==> src/rtl/ret_shadow_stack_pkg.sv <==
// Shared types and constants for the commit-stage return shadow stack.
// Provides address widths, the exception bundle, the violation cause and untag().
package ret_shadow_stack_pkg;

    localparam int VLEN        = 39;
    localparam int XLEN        = 64;
    localparam int SHSTK_DEPTH = 16;

    localparam logic [XLEN-1:0] INSTR_ACCESS_FAULT = 64'd1;
    localparam logic [XLEN-1:0] SHSTK_VIOLATION    = INSTR_ACCESS_FAULT;

    typedef struct packed {
        logic [XLEN-1:0] cause;
        logic [XLEN-1:0] tval;
        logic            valid;
    } exception_t;

    // Strip the link-address tag so tagged and untagged copies compare equal.
    function automatic logic [VLEN-1:0] untag(
        input logic [VLEN-1:0] addr,
        input int unsigned     bit_pos
    );
        logic [VLEN-1:0] r;
        r          = addr;
        r[bit_pos] = 1'b0;
        return r;
    endfunction

endpackage

==> src/rtl/ret_shadow_stack_if.sv <==
// Committed control-flow event bundle from the commit stage.
// master: commit logic drives; slave: shadow stack observes.
interface ret_shadow_stack_if
    import ret_shadow_stack_pkg::*;
#(
    parameter int W = ret_shadow_stack_pkg::VLEN
);
    logic         commit_valid;
    logic         is_call;
    logic         is_ret;
    logic [W-1:0] pc;
    logic         is_compressed;
    logic [W-1:0] target;

    modport master (
        output commit_valid, is_call, is_ret,
        output pc, is_compressed, target
    );

    modport slave (
        input commit_valid, is_call, is_ret,
        input pc, is_compressed, target
    );
endinterface

==> src/rtl/shadow_stack_lifo.sv <==
// Circular LIFO: overwrite-oldest on full, pop-then-push in one cycle.
// Ports: clear/push/pop/data in; top entry, empty, depth, overwrite flag out.
module shadow_stack_lifo #(
    parameter int DEPTH = 16,
    parameter int WIDTH = 39
) (
    input  logic                       clk_i,
    input  logic                       rst_i,
    input  logic                       clear_i,
    input  logic                       push_i,
    input  logic                       pop_i,
    input  logic [WIDTH-1:0]           data_i,
    output logic [WIDTH-1:0]           top_o,
    output logic                       empty_o,
    output logic [$clog2(DEPTH+1)-1:0] depth_o,
    output logic                       overwrite_o
);
    localparam int PW = $clog2(DEPTH);
    localparam int DW = $clog2(DEPTH+1);

    logic [WIDTH-1:0] mem_q [DEPTH];
    logic [PW-1:0]    top_q, top_d;
    logic [DW-1:0]    depth_q, depth_d;
    logic             wr_en;
    logic [PW-1:0]    wr_idx;
    logic             pop_ok;

    assign pop_ok  = pop_i & (depth_q != '0);
    assign top_o   = mem_q[top_q];
    assign empty_o = (depth_q == '0);
    assign depth_o = depth_q;

    always_comb begin
        top_d       = top_q;
        depth_d     = depth_q;
        wr_en       = 1'b0;
        wr_idx      = top_q;
        overwrite_o = 1'b0;
        if (clear_i) begin
            top_d   = '0;
            depth_d = '0;
        end else if (pop_ok && push_i) begin
            // Coroutine swap: replace the top in place.
            wr_en = 1'b1;
        end else if (push_i) begin
            wr_en  = 1'b1;
            wr_idx = top_q + PW'(1);
            top_d  = top_q + PW'(1);
            // At full, top+1 is the oldest slot and gets overwritten.
            if (depth_q == DW'(DEPTH)) begin
                overwrite_o = 1'b1;
            end else begin
                depth_d = depth_q + DW'(1);
            end
        end else if (pop_ok) begin
            top_d   = top_q - PW'(1);
            depth_d = depth_q - DW'(1);
        end
    end

    always_ff @(posedge clk_i) begin
        if (rst_i) begin
            top_q   <= '0;
            depth_q <= '0;
        end else begin
            top_q   <= top_d;
            depth_q <= depth_d;
        end
    end

    always_ff @(posedge clk_i) begin
        if (wr_en && !rst_i) begin
            mem_q[wr_idx] <= data_i;
        end
    end

endmodule

==> src/rtl/ret_shadow_stack.sv <==
// Commit-stage return-address shadow stack with held violation exception.
// Ports: clk/rst, en/debug/clear, commit event bundle, ack; exception, depth, counters.
module ret_shadow_stack
    import ret_shadow_stack_pkg::*;
#(
    parameter int DEPTH   = ret_shadow_stack_pkg::SHSTK_DEPTH,
    parameter int VLEN    = ret_shadow_stack_pkg::VLEN,
    parameter int TAG_BIT = VLEN - 2
) (
    input  logic                       clk_i,
    input  logic                       rst_i,
    input  logic                       en_i,
    input  logic                       debug_mode_i,
    input  logic                       clear_i,
    ret_shadow_stack_if.slave          cmt,
    input  logic                       violation_ack_i,
    output exception_t                 violation_o,
    output logic [$clog2(DEPTH+1)-1:0] depth_o,
    output logic [15:0]                overflow_cnt_o,
    output logic                       underflow_o
);
    logic            active;
    logic            push;
    logic            pop_req;
    logic            pop_hit;
    logic            mismatch;
    logic            empty;
    logic            overwrite;
    logic [VLEN-1:0] top;
    logic [VLEN-1:0] link;
    logic [VLEN-1:0] ret_tgt;
    logic [VLEN-1:0] step;
    logic [XLEN-1:0] pc_sext;

    logic            vld_q, vld_d;
    logic [XLEN-1:0] tval_q, tval_d;
    logic [15:0]     ovf_cnt_q, ovf_cnt_d;
    logic            uf_q, uf_d;

    assign active  = cmt.commit_valid & en_i & ~debug_mode_i;
    assign push    = active & cmt.is_call & ~clear_i;
    assign pop_req = active & cmt.is_ret & ~clear_i;
    assign pop_hit = pop_req & ~empty;

    assign step     = cmt.is_compressed ? VLEN'(2) : VLEN'(4);
    assign link     = untag(cmt.pc + step, TAG_BIT);
    assign ret_tgt  = untag(cmt.target, TAG_BIT);
    assign mismatch = pop_hit & (ret_tgt != top);
    assign pc_sext  = {{(XLEN-VLEN){cmt.pc[VLEN-1]}}, cmt.pc};

    shadow_stack_lifo #(
        .DEPTH (DEPTH),
        .WIDTH (VLEN)
    ) u_lifo (
        .clk_i       (clk_i),
        .rst_i       (rst_i),
        .clear_i     (clear_i),
        .push_i      (push),
        .pop_i       (pop_req),
        .data_i      (link),
        .top_o       (top),
        .empty_o     (empty),
        .depth_o     (depth_o),
        .overwrite_o (overwrite)
    );

    always_comb begin
        vld_d     = vld_q;
        tval_d    = tval_q;
        ovf_cnt_d = ovf_cnt_q;
        uf_d      = pop_req & empty;
        if (violation_ack_i) begin
            vld_d = 1'b0;
        end
        // First violation wins unless the pending one is retired now.
        if (mismatch && (!vld_q || violation_ack_i)) begin
            vld_d  = 1'b1;
            tval_d = pc_sext;
        end
        if (overwrite && ovf_cnt_q != 16'hFFFF) begin
            ovf_cnt_d = ovf_cnt_q + 16'd1;
        end
    end

    always_ff @(posedge clk_i) begin
        if (rst_i) begin
            vld_q     <= 1'b0;
            tval_q    <= '0;
            ovf_cnt_q <= '0;
            uf_q      <= 1'b0;
        end else begin
            vld_q     <= vld_d;
            tval_q    <= tval_d;
            ovf_cnt_q <= ovf_cnt_d;
            uf_q      <= uf_d;
        end
    end

    assign violation_o.valid = vld_q;
    assign violation_o.cause = SHSTK_VIOLATION;
    assign violation_o.tval  = tval_q;
    assign overflow_cnt_o    = ovf_cnt_q;
    assign underflow_o       = uf_q;

endmodule

==> src/flat_wrapper.sv <==
// flat-port wrapper written by rule: the top's interface ports become plain ports
module ret_shadow_stack_flat import ret_shadow_stack_pkg::*;
#(
    parameter int DEPTH   = ret_shadow_stack_pkg::SHSTK_DEPTH,
    parameter int VLEN    = ret_shadow_stack_pkg::VLEN,
    parameter int TAG_BIT = VLEN - 2
)
  (clk_i, rst_i, en_i, debug_mode_i, clear_i, violation_ack_i, violation_o, depth_o, overflow_cnt_o, underflow_o, cmt_commit_valid, cmt_is_call, cmt_is_ret, cmt_pc, cmt_is_compressed, cmt_target);
  ret_shadow_stack_if #(.W(39)) cmt_i ();
  input  logic clk_i;
  input  logic rst_i;
  input  logic en_i;
  input  logic debug_mode_i;
  input  logic clear_i;
  input  logic violation_ack_i;
  output exception_t violation_o;
  output logic [$clog2(DEPTH+1)-1:0] depth_o;
  output logic [15:0] overflow_cnt_o;
  output logic underflow_o;
  input wire logic [$bits(cmt_i.commit_valid)-1:0] cmt_commit_valid;
  input wire logic [$bits(cmt_i.is_call)-1:0] cmt_is_call;
  input wire logic [$bits(cmt_i.is_ret)-1:0] cmt_is_ret;
  input wire logic [$bits(cmt_i.pc)-1:0] cmt_pc;
  input wire logic [$bits(cmt_i.is_compressed)-1:0] cmt_is_compressed;
  input wire logic [$bits(cmt_i.target)-1:0] cmt_target;
  assign cmt_i.commit_valid = cmt_commit_valid;
  assign cmt_i.is_call = cmt_is_call;
  assign cmt_i.is_ret = cmt_is_ret;
  assign cmt_i.pc = cmt_pc;
  assign cmt_i.is_compressed = cmt_is_compressed;
  assign cmt_i.target = cmt_target;
  ret_shadow_stack #(.DEPTH(DEPTH), .VLEN(VLEN), .TAG_BIT(TAG_BIT)) u_core (.clk_i(clk_i), .rst_i(rst_i), .en_i(en_i), .debug_mode_i(debug_mode_i), .clear_i(clear_i), .cmt(cmt_i), .violation_ack_i(violation_ack_i), .violation_o(violation_o), .depth_o(depth_o), .overflow_cnt_o(overflow_cnt_o), .underflow_o(underflow_o));
endmodule
==> config.mk <==
export PLATFORM = sky130hd
export DESIGN_NAME = ret_shadow_stack_flat
export DESIGN_NICKNAME = d
export VERILOG_FILES = /design/src/rtl/ret_shadow_stack_pkg.sv /design/src/rtl/ret_shadow_stack_if.sv /design/src/rtl/shadow_stack_lifo.sv /design/src/rtl/ret_shadow_stack.sv /design/src/flat_wrapper.sv
export SDC_FILE = /design/constraint.sdc
export NUM_CORES = 1
export LEC_CHECK = 0
export BUFFER_PORTS_ARGS = -buffer_cell sky130_fd_sc_hd__buf_2
export CAP_MARGIN = 20
export CELL_PAD_IN_SITES_DETAIL_PLACEMENT = 2
export CELL_PAD_IN_SITES_GLOBAL_PLACEMENT = 2
export CORE_MARGIN = 1.5
export CORE_UTILIZATION = 44
export CTS_CLUSTER_SIZE = 30
export DETAILED_ROUTE_END_ITERATION = 8
export PLACE_DENSITY_LB_ADDON = 0.1
export SLEW_MARGIN = 20
export SYNTH_ARGS = -nofsm -noshare
export SYNTH_HDL_FRONTEND = slang
export SYNTH_HIERARCHICAL = 1
export SYNTH_SLANG_ARGS = --single-unit
==> constraint.sdc <==
create_clock -name clk_i -period 10.5 [get_ports clk_i]
set_clock_uncertainty 0.15 [all_clocks]
set_input_delay 2.1 -clock clk_i [delete_from_list [all_inputs] [get_ports clk_i]]
set_output_delay 2.1 -clock clk_i [all_outputs]
set_load 0.02 [all_outputs]
Word-level counts from Yosys, hierarchy flattened:

Memories as Yosys holds them, arrays and structs flattened. A register that Yosys moved wholly into a read port is not among the register bits.
Cells that the tools add are included.

* register bits: 66
* memory bits (writable): 608
* bits of input ports: 88
* output and inout bits: 151
* word-level logic and storage cells: 67
* memories: 1

Memory list
* u_core.u_lifo.mem_q: depth 16, width 38, rd ports 1, clocked after Yosys merged registers in 1, write ports 1, line shadow_stack_lifo.sv:21 `logic [WIDTH-1:0] mem_q [DEPTH];`

* add/subtract/negate cells: 6
* eq/ne operators: 4
* multiplexer cells: 22
* bitwise operators: 14
* reduce and logical (&&, ||, !) cells: 14

Operator list (number)
* $add 39x3->39: 1
* $ne 39x39->1: 1
* $mux 4: 7
* $add 16x1->16 const B: 1
* $ne 16x16->1 const B: 1
* $mux 5: 3
* $mux 1: 11
* $and 1x1->1: 10
* $add 5x1->5 const B: 1
* $eq 5x5->1 const B: 1
* $logic_not 5->1: 1
* $reduce_bool 5->1: 1
* $sub 5x1->5 const B: 1
* $add 4x1->4 const B: 1
* $logic_and 1x1->1: 4
* $not 1->1: 4
* $reduce_bool 2->1: 2
* $sub 4x1->4 const B: 1
* $mux 3: 1
* $reduce_and 3->1: 1
* $logic_not 1->1: 2
* $ne 2x2->1 const B: 1
* $reduce_and 2->1: 1
* $reduce_or 2->1: 1
* $logic_or 1x1->1: 1

Logic depth before layout (Yosys ltp):

* depth in word-level cells: 11
* depth in mapped cells: 15
* depth with buffers taken out: 14

By module:

Netlist, hierarchy kept.

By module, submodules not included
* shadow_stack_lifo: instances 1, cells each 1071, area an instance 24218.2 µm², seq. area each 18998.2 µm²
* ret_shadow_stack: instances 1, cells each 518, area an instance 4346.7 µm², seq. area each 1141.1 µm²

Worst setup path after synthesis:

No wires, ideal clock.

* path type: input to register
* from: in debug_mode_i
* to: mem u_core/u_lifo/mem_q[10][0] (netlist name), enable pin
* library setup time: 435 ps
* data arrival time: 5289 ps
* required time: 9915 ps
* slack: 4626 ps
* cell stages on the path: 11
* buffers on the path: 1
* cells stage by stage: nor3_1 -> nand2_1 -> inv_1 -> o21ai_0 -> inv_1 -> ha_1 -> clkbuf_1 -> mux2i_1 -> and3_1 -> o21ai_0 -> nor2_1

* longest elaborated chain between the ends: 11
* elaborated cells between the ends (all ways): 17
* those cells by class: 8 x mux; 7 x bitwise; 2 x reduce/logical

RTL lines
* from (decl): line flat_wrapper.sv:13 `input logic debug_mode_i;`
* $not 1->1 (*): line ret_shadow_stack.sv:40 `assign active = cmt.commit_valid & en_i & ~debug_mode_i;`
* $and 1x1->1 (*): line ret_shadow_stack.sv:40
* $and 1x1->1 (*) (2 in a row): line ret_shadow_stack.sv:42 `assign pop_req = active & cmt.is_ret & ~clear_i;`
* via u_core.pop_req: line ret_shadow_stack.sv:24 `logic pop_req;`
* $and 1x1->1 (*): line shadow_stack_lifo.sv:28 `assign pop_ok = pop_i & (depth_q != '0);`
* $logic_and 1x1->1 (*): line shadow_stack_lifo.sv:42 `end else if (pop_ok && push_i) begin`
* $mux 1: line shadow_stack_lifo.sv:42
* $mux 1: line shadow_stack_lifo.sv:39 `if (clear_i) begin`
* $logic_and 1x1->1: line shadow_stack_lifo.sv:72 `if (wr_en && !rst_i) begin`
* $mux 1: line shadow_stack_lifo.sv:72
* $mux 1 (not written as such): line shadow_stack_lifo.sv:73 `mem_q[wr_idx] <= data_i;`
* to (decl): line shadow_stack_lifo.sv:21

The timed path passes the listed nets; every way through them passes the cells marked *.

==> flow_summary.json <==
{
  "yosys_warnings": 6,
  "drv_slew": 0,
  "die_w_um": 258,
  "clock_path_buffers": 3,
  "netlist_area_sq_um": 28600,
  "cts_sinks": 694,
  "synthFlopType": "edfxtp_1",
  "coreArea_sq_um": 64300,
  "htreeDepth": 3,
  "dpl_worst_slack_ns": 4.23,
  "cellLeakagePower_nw": 11.0,
  "busiest_layer": "met2",
  "period_minus_slack_ns": 6.32,
  "cts_setup_buffers": 0,
  "clk_pin_slew_ns": 0.06,
  "cts_hold_buffers": 0,
  "grt_usage": 0.246,
  "synth_seq_cells": 694,
  "final_area_sq_um": 32900,
  "cts_resized": 0,
  "rows": 93,
  "r2r_slack_ns": 4.18,
  "worst_pin_slew_ns": 1.27,
  "grt_max_degree": 112,
  "status": "finished, final reports clean",
  "crit_fanout": 39,
  "area_delta_synth_final_pct": 15.1,
  "worst_slack_ns": 4.18,
  "antenna_found_initial": 5,
  "start_util": 0.444,
  "cellPowerDensity_nw_per_um2": 177,
  "synth_cell_types": 54,
  "clock_latency_ns": 0.61,
  "synthCells": 1589,
  "setup_viol": 0,
  "drt-initial-drc-count": 1114,
  "vias": 15484,
  "place_hpwl_um": 45400,
  "path_class": "reg2reg",
  "grt_pass1_wl_um": 118000,
  "maxCapViolCount": 0,
  "routed_wl_um": 81100,
  "worstPathRequired_ns": 10.86,
  "wire_per_inst_um": 30.0,
  "slowest_delay_ns": 1.10,
  "grt_util_met2": 0.422,
  "avgViaCountPerCell": 5.72,
  "fin_crit_sh": 0.602,
  "hold_violations": 0,
  "port_buffers": 173,
  "dr.pass1.iters": 4,
  "die-area_sq_um": 66500,
  "placed_cell_area_sq_um": 30200,
  "cts_root_buf": "clkbuf_16",
  "cp-end-kind": "flop",
  "grt_pass1_vias": 17127,
  "cp_slowest_cell": "nor4_1",
  "synth_area_per_cell_sq_um": 18.0,
  "gp_congestion": 0.725,
  "crit_arrival_ns": 6.68,
  "grt_overflow_total": 0,
  "cts_buffers": 75,
  "seq_area_frac_synth": 0.705,
  "die_y_um": 258,
  "async_flop_share": 0,
  "total_power_mw": 5.80,
  "slew_headroom": 0.147,
  "critical_path.cell_chain": "buf_4 > mux4_2 > a22oi_1 > nand2_1 > xor2_1 > nor4_1 > nand4_1 > nor4_1 > nor4b_2 > buf_4 > mux2i_1",
  "ios": 239,
  "ant_nets": 0,
  "startpoint_type": "flop",
  "ir_worst_vdd_uv": 109,
  "use_met3": 0.0400,
  "met1_usage": 0.327,
  "drc": 0,
  "cts_tree": "done",
  "synth_edf_count": 624,
  "max_freq_mhz": 158,
  "nNetsFinal": 1893,
  "drive_gt1_frac": 0.288,
  "tns_ns": 0,
  "rsz0062_at_grt": "no",
  "holdCritPathClass": "reg2reg"
}
## sequential cells by signal (all words and copies together) (netlist names), named ones only
signal,flops
u_core/u_lifo/mem_q,624
u_core/tval_q,39
u_core/overflow_cnt_o,16
u_core/u_lifo/depth_o,5
u_core/u_lifo/top_q,4
u_core/underflow_o,1
u_core/vld_q,1
## cell type report
| type | count | area [sq um] |
|---|---|---|
| Multi-Input combinational cell | 795 | 8010 |
| Fill cell | 5824 | 31500 |
| Tap cell | 855 | 1070 |
| Clock buffer | 99 | 2130 |
| Inverter | 18 | 67.6 |
| Antenna cell | 1 | 2.50 |
| Clock inverter | 40 | 283 |
| Timing Repair Buffer | 207 | 1150 |
| Sequential cell | 694 | 20100 |
## power by group
group	internal, mW	switching, mW
Clock	1.53	1.08
Combinational	0.0509	0.129
Sequential	3.01	0.00229
Total	4.59	1.21
## cells by family after synthesis
| family | share of synthesized area |
|---|---|
| AO/OA/AOI/OAI | 0.0283 |
| XOR/XNOR | 0.0273 |
| adder cells (fa/ha/maj) | 0.00666 |
| buffers and inverters | 0.0375 |
| flip-flops | 0.705 |
| multiplexers | 0.140 |
| other | 0.000263 |
| AND/OR/NAND/NOR | 0.0554 |
## layout by cell type, fill, tap and decap left out, types with 17 or more instances in the layout
cell       Yosys  layout
clkbuf_16      0      81
nor2_4         0      17
xor2_1        48      44
dfxtp_1       70      68
nand2_1       70      70
nand2b_1      81      81
mux4_2       156     156
xnor2_1       41      17
edfxtp_1     624     624
a22oi_1       79      79
clkinv_1       0      22
buf_2         14     172
buf_4        101      31
nand3_1       20      20
inv_1         18      18
conb_1         2      80
nor2_1        55      38
mux2i_1       45      45
xnor2_2        0      24
## worst max-delay path: cells and delay by family, from the launching register on
family,cells,cell delay [ns]
XOR/XNOR,1,0.28
AND/OR/NAND/NOR,5,2.48
multiplexers,2,0.94
flip-flops,1,0.88
buffers and inverters,2,1.08
AO/OA/AOI/OAI,1,0.28
## final timing paths
kind,endpoint,from,cells past startpoint
worst min-delay path,u_core/tval_q[21]$_SDFFE_PP0P_,u_core/tval_q[21]$_SDFFE_PP0P_,2
worst min register to register,u_core/tval_q[21]$_SDFFE_PP0P_,u_core/tval_q[21]$_SDFFE_PP0P_,2
worst max register to register,u_core/tval_q[34]$_SDFFE_PP0P_,flop,11
worst max-delay path,u_core/tval_q[34]$_SDFFE_PP0P_,flop,11
## synth_stat cells (2+ instances only)
library cell / count / share of area
edfxtp_1: 624 / 0.66
mux4_2: 156 / 0.12
buf_4: 101 / 0.027
nand2b_1: 81 / 0.018
a22oi_1: 79 / 0.021
dfxtp_1: 70 / 0.049
nand2_1: 70 / 0.0092
nor2_1: 55 / 0.0072
xor2_1: 48 / 0.015
mux2i_1: 45 / 0.016
clkbuf_1: 41 / 0.0054
xnor2_1: 41 / 0.013
nand3_1: 20 / 0.0035
inv_1: 18 / 0.0024
buf_2: 14 / 0.0025
ha_1: 12 / 0.0053
nand4_1: 11 / 0.0024
nor3_1: 11 / 0.0019
and3_1: 9 / 0.0020
nor4_1: 9 / 0.0020
a21oi_1: 7 / 0.0012
o21ai_0: 7 / 0.0012
or2_2: 6 / 0.0013
or4_1: 6 / 0.0016
nor2b_1: 4 / 0.00088
or3_1: 4 / 0.00088
and4_1: 3 / 0.00092
buf_1: 3 / 0.00039
o31ai_1: 3 / 0.00079
and2_1: 2 / 0.00044
conb_1: 2 / 0.00026
fa_1: 2 / 0.0014
mux2_2: 2 / 0.00079
nor3b_1: 2 / 0.00053
o22ai_1: 2 / 0.00044
## per-layer routing
metal  vias up  routed length [um]
met2       510               41300
met3        88                4140
met4         6                1570
li1       6491                   -
met5         -                  41
met1      8389               34100
## metrics by stage
step	hold WS, ns	cells	util
final	0.322	2709	0.511
after global placement	0.305	2567	0.470
after detailed placement	0.320	2567	0.470
after floorplan	0.311	1667	-
after global routing	0.341	2708	0.511
after CTS	0.331	2706	0.507
Note: power is estimated with default switching activity, not from simulation.
